[src/rtl/noc_pkg.sv]
// Shared definitions for the NoC network interface slice.
package noc_pkg;

    localparam int FLIT_W = 20;
    localparam int POS_W  = 4;
    localparam int STAT_W = 16;

    // Ceiling log2 for elaboration-time sizing (clog2(1) = 0).
    function automatic int clog2(input int value);
        int result;
        int v;
        result = 0;
        v      = value - 1;
        while (v > 0) begin
            result = result + 1;
            v      = v >> 1;
        end
        return result;
    endfunction

endpackage

[src/rtl/noc_sync_fifo.sv]
// Synchronous first-word-fall-through FIFO used for both NI directions.
// A push into a full FIFO is taken when a pop happens in the same cycle.
module noc_sync_fifo
    import noc_pkg::*;
#(
    parameter int WIDTH = 20,
    parameter int DEPTH = 4
) (
    input  logic             clk,
    input  logic             rst_n,
    input  logic             push,
    input  logic [WIDTH-1:0] din,
    input  logic             pop,
    output logic [WIDTH-1:0] dout,
    output logic             full,
    output logic             empty
);

    localparam int AW = clog2(DEPTH);

    logic [WIDTH-1:0] mem [DEPTH];
    logic [AW:0]      wr_ptr;
    logic [AW:0]      rd_ptr;
    logic             do_push;
    logic             do_pop;

    assign empty   = (wr_ptr == rd_ptr);
    assign full    = (wr_ptr[AW] != rd_ptr[AW]) && (wr_ptr[AW-1:0] == rd_ptr[AW-1:0]);
    assign do_pop  = pop && !empty;
    assign do_push = push && (!full || do_pop);
    assign dout    = mem[rd_ptr[AW-1:0]];

    // Pointer advance; reset empties the FIFO.
    always_ff @(posedge clk) begin
        if (!rst_n) begin
            wr_ptr <= '0;
            rd_ptr <= '0;
        end else begin
            if (do_push) wr_ptr <= wr_ptr + 1'b1;
            if (do_pop)  rd_ptr <= rd_ptr + 1'b1;
        end
    end

    // Storage write; contents need no reset since the pointers gate visibility.
    always_ff @(posedge clk) begin
        if (do_push) mem[wr_ptr[AW-1:0]] <= din;
    end

endmodule

[src/rtl/noc_network_interface.sv]
// Network interface between a PE and a router local port: inject FIFO with
// downstream credit tracking, eject FIFO with credit return.
// Optional build macro NI_STATS_EN enables 16-bit inject/eject flit counters;
// without it inj_count/ej_count are tied to zero.
module noc_network_interface
    import noc_pkg::*;
#(
    parameter int FLIT_W         = noc_pkg::FLIT_W,
    parameter int INJ_DEPTH      = 4,
    parameter int EJ_DEPTH       = 4,
    parameter int ROUTER_CREDITS = 4
) (
    input  logic              clk,
    input  logic              RST,
    input  logic [FLIT_W-1:0] pe_tx_data,
    input  logic              pe_tx_valid,
    output logic              pe_tx_ready,
    output logic [FLIT_W-1:0] pe_rx_data,
    output logic              pe_rx_valid,
    input  logic              pe_rx_ready,
    output logic [FLIT_W-1:0] inj_data,
    output logic              inj_valid,
    input  logic              inj_credit,
    input  logic [FLIT_W-1:0] ej_data,
    input  logic              ej_valid,
    output logic              ej_credit,
    output logic              err,
    output logic [15:0]       inj_count,
    output logic [15:0]       ej_count
);

    localparam int                CRED_W   = clog2(ROUTER_CREDITS + 1);
    localparam logic [CRED_W-1:0] CRED_MAX = CRED_W'(ROUTER_CREDITS);

    logic              inj_full;
    logic              inj_empty;
    logic [FLIT_W-1:0] inj_head;
    logic              ej_full;
    logic              ej_empty;
    logic              pe_push;
    logic              issue;
    logic              ej_pop;
    logic              credit_overflow;
    logic              ej_drop;

    logic [CRED_W-1:0] credit;
    logic [FLIT_W-1:0] inj_data_p1;
    logic              inj_vld_p1;
    logic              ej_credit_p1;
    logic              err_q;

    assign pe_tx_ready     = !inj_full;
    assign pe_push         = pe_tx_valid && pe_tx_ready;
    assign issue           = !inj_empty && (credit != '0);
    assign pe_rx_valid     = !ej_empty;
    assign ej_pop          = pe_rx_valid && pe_rx_ready;
    assign credit_overflow = inj_credit && !issue && (credit == CRED_MAX);
    assign ej_drop         = ej_valid && ej_full && !ej_pop;

    noc_sync_fifo #(
        .WIDTH (FLIT_W),
        .DEPTH (INJ_DEPTH)
    ) u_inj_fifo (
        .clk   (clk),
        .rst_n (RST),
        .push  (pe_push),
        .din   (pe_tx_data),
        .pop   (issue),
        .dout  (inj_head),
        .full  (inj_full),
        .empty (inj_empty)
    );

    noc_sync_fifo #(
        .WIDTH (FLIT_W),
        .DEPTH (EJ_DEPTH)
    ) u_ej_fifo (
        .clk   (clk),
        .rst_n (RST),
        .push  (ej_valid),
        .din   (ej_data),
        .pop   (ej_pop),
        .dout  (pe_rx_data),
        .full  (ej_full),
        .empty (ej_empty)
    );

    // Downstream credit counter: issue consumes, router pulse returns; overflow pulses are ignored.
    always_ff @(posedge clk) begin
        if (!RST) begin
            credit <= CRED_MAX;
        end else if (issue && !inj_credit) begin
            credit <= credit - CRED_W'(1);
        end else if (!issue && inj_credit && (credit != CRED_MAX)) begin
            credit <= credit + CRED_W'(1);
        end
    end

    // Issue stage: popped flit is registered and strobed to the router for one cycle.
    always_ff @(posedge clk) begin
        if (!RST) begin
            inj_vld_p1  <= 1'b0;
            inj_data_p1 <= '0;
        end else begin
            inj_vld_p1 <= issue;
            if (issue) inj_data_p1 <= inj_head;
        end
    end

    // Credit-return stage: one registered pulse per PE pop.
    always_ff @(posedge clk) begin
        if (!RST) ej_credit_p1 <= 1'b0;
        else      ej_credit_p1 <= ej_pop;
    end

    // Sticky protocol error: credit overflow or eject overrun.
    always_ff @(posedge clk) begin
        if (!RST) err_q <= 1'b0;
        else      err_q <= err_q | credit_overflow | ej_drop;
    end

    assign inj_data  = inj_data_p1;
    assign inj_valid = inj_vld_p1;
    assign ej_credit = ej_credit_p1;
    assign err       = err_q;

`ifdef NI_STATS_EN
    logic [STAT_W-1:0] inj_cnt_q;
    logic [STAT_W-1:0] ej_cnt_q;

    // Free-running wrap-around flit counters.
    always_ff @(posedge clk) begin
        if (!RST) begin
            inj_cnt_q <= '0;
            ej_cnt_q  <= '0;
        end else begin
            if (inj_vld_p1) inj_cnt_q <= inj_cnt_q + 1'b1;
            if (ej_pop)     ej_cnt_q  <= ej_cnt_q + 1'b1;
        end
    end

    assign inj_count = inj_cnt_q;
    assign ej_count  = ej_cnt_q;
`else
    assign inj_count = '0;
    assign ej_count  = '0;
`endif

endmodule

[config.mk]
export PLATFORM = sky130hd
export DESIGN_NAME = noc_network_interface
export DESIGN_NICKNAME = d
export VERILOG_FILES = /design/src/rtl/noc_pkg.sv /design/src/rtl/noc_sync_fifo.sv /design/src/rtl/noc_network_interface.sv
export SDC_FILE = /design/constraint.sdc
export NUM_CORES = 1
export LEC_CHECK = 0
export CAP_MARGIN = 10
export CORE_ASPECT_RATIO = 1.4
export CORE_MARGIN = 2
export CORE_UTILIZATION = 44
export CTS_CLUSTER_DIAMETER = 100
export DETAILED_ROUTE_END_ITERATION = 16
export PLACE_DENSITY = 0.69
export SLEW_MARGIN = 15
export SYNTH_ARGS = -nofsm -noshare
export SYNTH_HDL_FRONTEND = slang
export SYNTH_SLANG_ARGS = --single-unit
export TNS_END_PERCENT = 50
[constraint.sdc]
create_clock -name clk -period 4.5 [get_ports clk]
set_input_delay 0.9 -clock clk [delete_from_list [all_inputs] [get_ports clk]]
set_output_delay 0.9 -clock clk [all_outputs]
set_load 0.01 [all_outputs]
After elaboration in Yosys (flattened, before gate mapping)
Memories as Yosys holds them, arrays and structs flattened. A register that Yosys moved wholly into a read port is not among the register bits. Cells that the tools add are included.

Muxes and demuxes: 8. Reductions and logical operators: 27. Bitwise operators: 2. Eq/ne operators: 8. Add/subtract/negate cells: 6.

Operator list (count): adder 3 x 1 -> 3 bit (second input constant) (5); logical AND 1 bit (15); zero test 1 bit (8); equality test 3 bit (2); two-way mux 3 bit (2); equality test 2 bit (2); two-way mux 1 bit (4); two-way mux 2 bit (2); equality test 3 bit (second input constant) (1); != test 3 bit (second input constant) (1); nonzero test 3 bit (1); subtractor 3 x 1 -> 3 bit (second input constant) (1); logical OR 1 bit (2); != test 1 bit (2); bitwise OR 1 bit (2); nonzero test 2 bit (1).

Logic and storage cells: 61. RAM bits: 160. Memories kept: 2. Flip-flop bits (word level): 18. Output and inout bits: 77.

Memory list: u_ej_fifo.mem (depth 4, bits a word 20, rd ports 1, clocked after Yosys merged registers in 1, write ports 1, line noc_sync_fifo.sv:21) `logic [WIDTH-1:0] mem [DEPTH];`; u_inj_fifo.mem (depth 4, bits a word 20, rd ports 1, clocked after Yosys merged registers in 1, write ports 1, line noc_sync_fifo.sv:21).

Longest topological paths before layout
Gate-level depths: netlist (run 1).

Word-level depth: 8. Gate-level depth with buffers: 10. Gate-level depth less buffers: 8.

Modules after synthesis
Synthesis (run 1) repeated with hierarchy kept, for this count alone.

Cell total of the unflattened synthesis: 483. Area total of the unflattened synthesis: 8140.3 um^2.

By module, submodules not included: noc_sync_fifo (sequential area each 2562.5 um^2, cells an instance 158, area an instance 3392.0 um^2, instances 2); noc_network_interface (sequential area each 520.5 um^2, cells an instance 167, area an instance 1356.3 um^2, instances 1).

Least setup slack after synthesis (run 1)
OpenSTA, ideal clock, no wires.

Path kind: register to register. From: reg u_inj_fifo.rd_ptr[0]. To: reg credit[2]. Data arrival time: 2.250 ns. Clock period less this slack: 2.372 ns. Required time: 4.378 ns. Slack: 2.128 ns. Stages on the path, launching flop included: 10. Setup time: 0.122 ns. Path through: dfxtp_1 buf_2 xnor2_2 a31oi_4 buf_12 nand2_1 fa_1 nor2b_1 nand4_1 a311o_1.

Word-level cells in the longest chain between the ends: 7. Elaborated cells on any way between the ends: 9. Those cells by class: eq/ne (1); mux (1); reduce/logical (7).

Ends and longest elaborated chain: start: declaration (line noc_sync_fifo.sv:23) `logic [AW:0] rd_ptr;`; start signal: assignment (line noc_sync_fifo.sv:40) `if (do_pop) rd_ptr <= rd_ptr + 1'b1;`; equality test 3 bit (*) (line noc_sync_fifo.sv:27) `assign empty = (wr_ptr == rd_ptr);`; zero test 1 bit (*) (line noc_network_interface.sv:54) `assign issue = !inj_empty && (credit != '0);`; logical AND 1 bit (*) (line noc_network_interface.sv:54); zero test 1 bit (line noc_network_interface.sv:94) `end else if (!issue && inj_credit && (credit != CRED_MAX)) begin`; logical AND 1 bit (2 in a row) (line noc_network_interface.sv:94); nonzero test 2 bit (no line); end signal: assignment (line noc_network_interface.sv:93) `credit <= credit - CRED_W'(1);`; end signal: assignment (line noc_network_interface.sv:95) `credit <= credit + CRED_W'(1);`; end: declaration (line noc_network_interface.sv:46) `logic [CRED_W-1:0] credit;`.

Mark *: on every way between the ends. The rest lies on a longest branch, timed or not. A chain may end at the register's enable or synchronous reset.

==> reports/qor.csv, run 1 <==
stage,metric,value,unit
floorplanning,core box area,17900,µm²
setup_path,reg2reg setup slack,1770,ps
route,First-pass DRT Iterations,4,
floorplanning,die width,118,µm
clocking,CTS max path bufs,2,
placement,RD Place Congestion,0.746,
timing,final hold violations,0,
logic_synthesis,syn avg cell area,18.2,µm²
setup_path,WP buf/inv,1,
floorplanning,cell row count,58,
timing,worst clock skew,8.32,ps
floorplanning,Die Footprint,19200,µm²
setup_path,worst stage delay on the critical path,1020,ps
run,Max Cap Viol,0,
route,Final ANT Viol Nets,0,
setup_path,critical path class,flip-flop to primary output,
logic_synthesis,post-synthesis sequential area ratio,70.5,%
layout,layout cell share with drive strength beyond 1,18.0,%
logic_synthesis,compound-cell area share of the yosys netlist,2.77,%
timing,Hold WS,501,ps
route,first-iteration detailed-routing DRC count,290,
logic_synthesis,xor and xnor area share after synthesis,2.05,%
setup_path,crit path capture type,primary output,
grt,total track usage,15.7,%
timing,"Period Utilization, post-route",72.8,%
floorplanning,# IOs,123,
clocking,cts hold-fix bufs,0,
timing,max-slew violations,0,
clocking,Clock Latency Late Sink,430,ps
clocking,clk root buf,clkbuf_16,
timing,Fmax,0.305,GHz
setup_path,worst reg-to-reg path cell count,4,
timing,TNS Setup,0,ps
setup_path,instance count on the critical path,2,
clocking,"Setup Fix Bufs, Post-CTS",0,
route,DR DRC count,0,
clocking,CTS buffer count,17,
logic_synthesis,Adder-Cell Fraction of Synth Area,1.83,%
logic_synthesis,count of different cell masters after synthesis,47,
timing,min cycle time layout,3280,ps
power_and_ir_drop,Power Dens Cells,555,nW/µm²
logic_synthesis,Post-Syn Instances,437,
logic_synthesis,synth warn,0,
placement,DP Wirelength,9.48,mm
timing,Slew @ Worst Pin,1140,ps
route,final WL,14.3,mm
logic_synthesis,"Cell Area, Synth",7950,µm²
timing,RSZ-0062 raised after global routing,false,
grt,vias in the first global route,4318,
grt,grt ovf,0,
route,routed length per instance,18.0,µm
logic_synthesis,Yosys reg bits,200,
run_status,status,completed,
setup_path,Reg2Reg Launch Point,u_inj_fifo.rd_ptr[0],
placement,Port Buffer Count,90,
floorplanning,Die Ht,163,µm
grt,initial antenna violation count,0,
clocking,TritonCTS clock tree,done,
grt,largest net degree at the start of global routing,25,
timing,Slew HR,24.3,%
setup_path,CP arrival,2380,ps
floorplanning,initial core utilization,44.5,%
power_and_ir_drop,leakage,0.00328,µW
grt,first-pass GRT wire length,22.8,mm
setup_path,worst setup path endpoint,pe_rx_data[19],
layout,Layout Nets,594,
logic_synthesis,post-synthesis mux area share,14.5,%
setup_path,Crit path required time,3600,ps
worst_hold_path,Hold Path Stages,2,
setup_path,worst-path maximum fanout,20,
clocking,clock slew at reported path FFs,70,ps
clocking,# clock sinks,200,
layout,most frequent cells in the layout,"160 x edfxtp_1, 90 x clkdlybuf4s50_1, 40 x mux4_2",
setup_path,"delay-heaviest family, CP",flip-flops,
layout,Ant. Diodes,0,
setup_path,"Slowest-stage cell, CP",dfxtp_1,
power_and_ir_drop,peak supply drop,0.000355,V
logic_synthesis,fraction of the mapped netlist area in simple logic gates,3.43,%
setup_path,RR Endpoint,u_inj_fifo.mem[3][18],
clocking,post-cts repair resize count,0,
worst_hold_path,HP Class,flip-flop to flip-flop,
clocking,H-tree depth,4,
timing,final setup vio count,0,
route,Via density,4.99,
setup_path,CP Cell Sequence,mux4_2 > clkdlybuf4s50_1,
route,Via Count,3943,
logic_synthesis,largest family of logic cells by synthesized area,multiplexers,
layout,"leading cell type in the layout, fill and taps excluded",edfxtp_1,
layout,Syn-to-layout area delta,20.7,%
setup_path,CP Launch Type,flip-flop,
-- Yosys cell counts (all sizes together) --
cell     number  area, µm²
conb          1       3.75
nand4b        1       8.76
nor3          3       15.0
a41oi         1       8.76
a31oi         2       33.8
buf          40        313
o41ai         1       27.5
clkbuf        9       33.8
mux4         40        901
nand4         1       6.26
edfxtp      160       4800
nand2         4       15.0
nor2b         1       6.26
a2111oi       1       15.0
o31ai         1       7.51
a21oi         3       18.8
xnor2         7       83.8
ha           10        125
nand3         4       20.0
fa            1       20.0
o311ai        2       17.5
a311o         1       10.0
o221a         2       22.5
o21ai         3       15.0
and2          4       25.0
clkinv        1       3.75
o21ba         1       10.0
nand3b        1       11.3
nor4          1       6.26
nand2b        1       6.26
xor2          9       78.8
dfxtp        40        801
nor2         40        153
inv          11       41.3
a211oi        1       7.51
mux2i        25        250
a21o          1       7.51
a21bo         1       10.0
o31a          1       8.76
-- worst min-delay path by stage --
stage | startpoint | end | slack [ps]
after floorplan | u_ej_fifo.wr_ptr[2] | u_ej_fifo.wr_ptr[2] | 480
after global placement | inj_data[8] | inj_data[8] | 480
after detailed placement | inj_data[14] | inj_data[14] | 490
after CTS | inj_data[11] | inj_data[11] | 510
after global routing | inj_data[17] | inj_data[17] | 540
final | inj_data[11] | inj_data[11] | 500
-- state kept, by name, summed over array words and instances (netlist names), 3 cells and up, named ones only --
| name | flops |
|---|---|
| u_ej_fifo.wr_ptr | 3 |
| u_inj_fifo.rd_ptr | 3 |
| u_ej_fifo.rd_ptr | 3 |
| u_ej_fifo.mem | 80 |
| u_inj_fifo.mem | 80 |
| u_inj_fifo.wr_ptr | 3 |
| credit | 3 |
| inj_data | 20 |
-- per-layer routing --
metal  vias to the layer above  global-route usage, %  share of wire (%)
met4                         0                   6.68                2.4
met5                         -                      0                  0
li1                       1805                      -                  -
met1                      2011                   18.1                 40
met2                       105                   27.9                 53
met3                        22                   3.77                4.0
-- cells by family after synthesis --
kind of cell	count (synthesis)
buffers and inverters	61
AOI/OAI and AO/OA	22
other	1
DFF	200
xor gates and xnor gates	16
adders and majority gates	11
and+or+nand+nor	61
muxes	65
-- final cells by class --
| cell class | instances | area, µm² |
|---|---|---|
| Clock buffer | 17 | 425 |
| Multi-Input combinational cell | 207 | 2080 |
| Sequential cell | 200 | 5610 |
| Inverter | 12 | 45.0 |
| Clock inverter | 15 | 173 |
| Timing Repair Buffer | 99 | 968 |
| Tap cell | 240 | 300 |
| Fill cell | 1470 | 8250 |
-- report_power, final --
| group | internal, µW | total (µW) | switching, µW |
|---|---|---|---|
| combinational | 772 | 1480 | 707 |
| clock | 876 | 1530 | 649 |
| sequential | 2210 | 2320 | 112 |
| total | 3860 | 5330 | 1470 |
-- worst min-delay path, cell delays in order, from the launching register on --
cell	delay (ps)
dfxtp_1	330
mux2i_1	60
nor2_1	70
-- stage by stage --
step	power [µW]	utilization, %	setup WS (ps)	cells	area, µm²
3_5_place_dp	3870	50.4	1440	758	9000
3_3_place_gp	3830	50.4	1500	758	9000
2_1_floorplan	3370	-	2130	468	8070
5_1_grt	5590	53.8	1090	790	9600
6_report	5330	53.8	1220	790	9600
4_1_cts	5400	53.8	1170	790	9600
Note: power is estimated with default switching activity, not from simulation.
==> run 2: changes to the inputs <==
==> constraint.sdc (replaced) <==
create_clock -name clk -period 3.1 [get_ports clk]
set_input_delay 0.62 -clock clk [delete_from_list [all_inputs] [get_ports clk]]
set_output_delay 0.62 -clock clk [all_outputs]
set_load 0.01 [all_outputs]
==> reports/qor.csv, run 2 (synthesized netlist as in run 1, its figures left out) <==
stage,metric,value,unit
run_status,status,completed,
setup_path,critical path class,flip-flop to primary output,
layout,Syn-to-layout area delta,21.0,%
grt,grt ovf,0,
power_and_ir_drop,Power Dens Cells,792,nW/µm²
clocking,H-tree depth,4,
route,Final ANT Viol Nets,0,
grt,initial antenna violation count,0,
timing,"Period Utilization, post-route",90.3,%
route,first-iteration detailed-routing DRC count,272,
run,Max Cap Viol,0,
floorplanning,# IOs,123,
route,final WL,13.7,mm
grt,vias in the first global route,4217,
timing,Slew @ Worst Pin,1130,ps
route,First-pass DRT Iterations,4,
setup_path,CP arrival,2180,ps
timing,final hold violations,0,
timing,RSZ-0062 raised after global routing,false,
route,Via density,4.95,
setup_path,crit path capture type,primary output,
timing,TNS Setup,0,ps
clocking,"Setup Fix Bufs, Post-CTS",0,
setup_path,Reg2Reg Launch Point,u_inj_fifo.rd_ptr[1],
grt,total track usage,15.3,%
floorplanning,Die Ht,163,µm
route,Via Count,3925,
timing,final setup vio count,0,
timing,worst clock skew,9.79,ps
layout,most frequent cells in the layout,"160 x edfxtp_1, 90 x clkdlybuf4s50_1, 40 x mux4_2",
floorplanning,Die Footprint,19200,µm²
floorplanning,initial core utilization,44.5,%
timing,min cycle time layout,2800,ps
worst_hold_path,worst hold start,inj_data[2],
layout,Ant. Diodes,0,
layout,Layout Nets,597,
setup_path,CP Launch Type,flip-flop,
timing,Slew HR,24.9,%
clocking,cts hold-fix bufs,0,
power_and_ir_drop,peak supply drop,0.000553,V
route,DR DRC count,0,
clocking,TritonCTS clock tree,done,
timing,max-slew violations,0,
floorplanning,cell row count,58,
placement,Port Buffer Count,90,
placement,cell count after placement,761,
clocking,CTS buffer count,17,
clocking,Clock Latency Late Sink,430,ps
power_and_ir_drop,leakage,0.00330,µW
grt,largest net degree at the start of global routing,35,
grt,first-pass GRT wire length,22.2,mm
clocking,# clock sinks,200,
clocking,clock slew at reported path FFs,70,ps
setup_path,Crit path required time,2480,ps
placement,DP Wirelength,9.03,mm
clocking,CTS max path bufs,2,
route,routed length per instance,17.2,µm
timing,Fmax,0.357,GHz
layout,Post-Layout Cell Count,793,
floorplanning,die width,118,µm
setup_path,worst-path maximum fanout,20,
clocking,clk root buf,clkbuf_16,
clocking,post-cts repair resize count,0,
floorplanning,core box area,17900,µm²
layout,"leading cell type in the layout, fill and taps excluded",edfxtp_1,
placement,RD Place Congestion,0.780,
layout,layout cell share with drive strength beyond 1,18.1,%
worst_hold_path,HP Class,flip-flop to flip-flop,
[run 2: changes by cell type in the layout (fill, tap and decap cells not counted), moves of 2 or more]
cell / before / now
inv_8: 0 / 4
clkinvlp_4: 3 / 1
bufinv_16: 3 / 1
buf_12: 0 / 2
clkinv_2: 5 / 2
clkinv_4: 0 / 3
inv_6: 4 / 2
[run 2: final cells by class]
class,instances,area (µm²)
Fill cell,1468,8230
Sequential cell,200,5610
Multi-Input combinational cell,207,2090
Timing Repair Buffer,102,1020
Clock buffer,18,429
Tap cell,240,300
Clock inverter,14,140
Inverter,12,45.0
[run 2: worst max-delay path: stages, from the launching register on]
cell	delay (ps)
dfxtp_1	310
buf_4	360
mux4_2	560
clkdlybuf4s50_1	510
[run 2: report_power, final]
| part | leakage (µW) | internal (µW) | switching (µW) |
|---|---|---|---|
| Clock | 0.000280 | 1130 | 989 |
| Sequential | 0.00180 | 3210 | 193 |
| Combinational | 0.00122 | 1130 | 976 |
| Total | 0.00330 | 5470 | 2160 |
[run 2: per-layer routing]
layer | global-route usage [%] | wire, µm | up-vias
met5 | 0 | 0 | -
met4 | 6.08 | 224 | 0
met3 | 4.02 | 671 | 19
met2 | 27.4 | 7200 | 126
met1 | 17.6 | 5580 | 1960
li1 | - | - | 1820
[run 2: worst paths after layout]
| kind | end | slack (ps) | depth (start not counted) |
|---|---|---|---|
| min | inj_data[2] | 500 | 2 |
| max reg2reg | credit[2] | 650 | 7 |
| max | pe_rx_data[14] | 300 | 3 |
| min reg2reg | inj_data[2] | 500 | 2 |
[run 2: through the flow]
step	power, µW	setup slack (ps)	utilization [%]	hold WS, ps	cell area [µm²]
2_1_floorplan	4890	728	-	479	8070
3_3_place_gp	5540	438	50.7	476	9050
3_5_place_dp	5590	362	50.7	485	9050
4_1_cts	7720	250	53.9	510	9620
5_1_grt	8010	169	53.9	547	9620
6_report	7630	299	53.9	503	9620
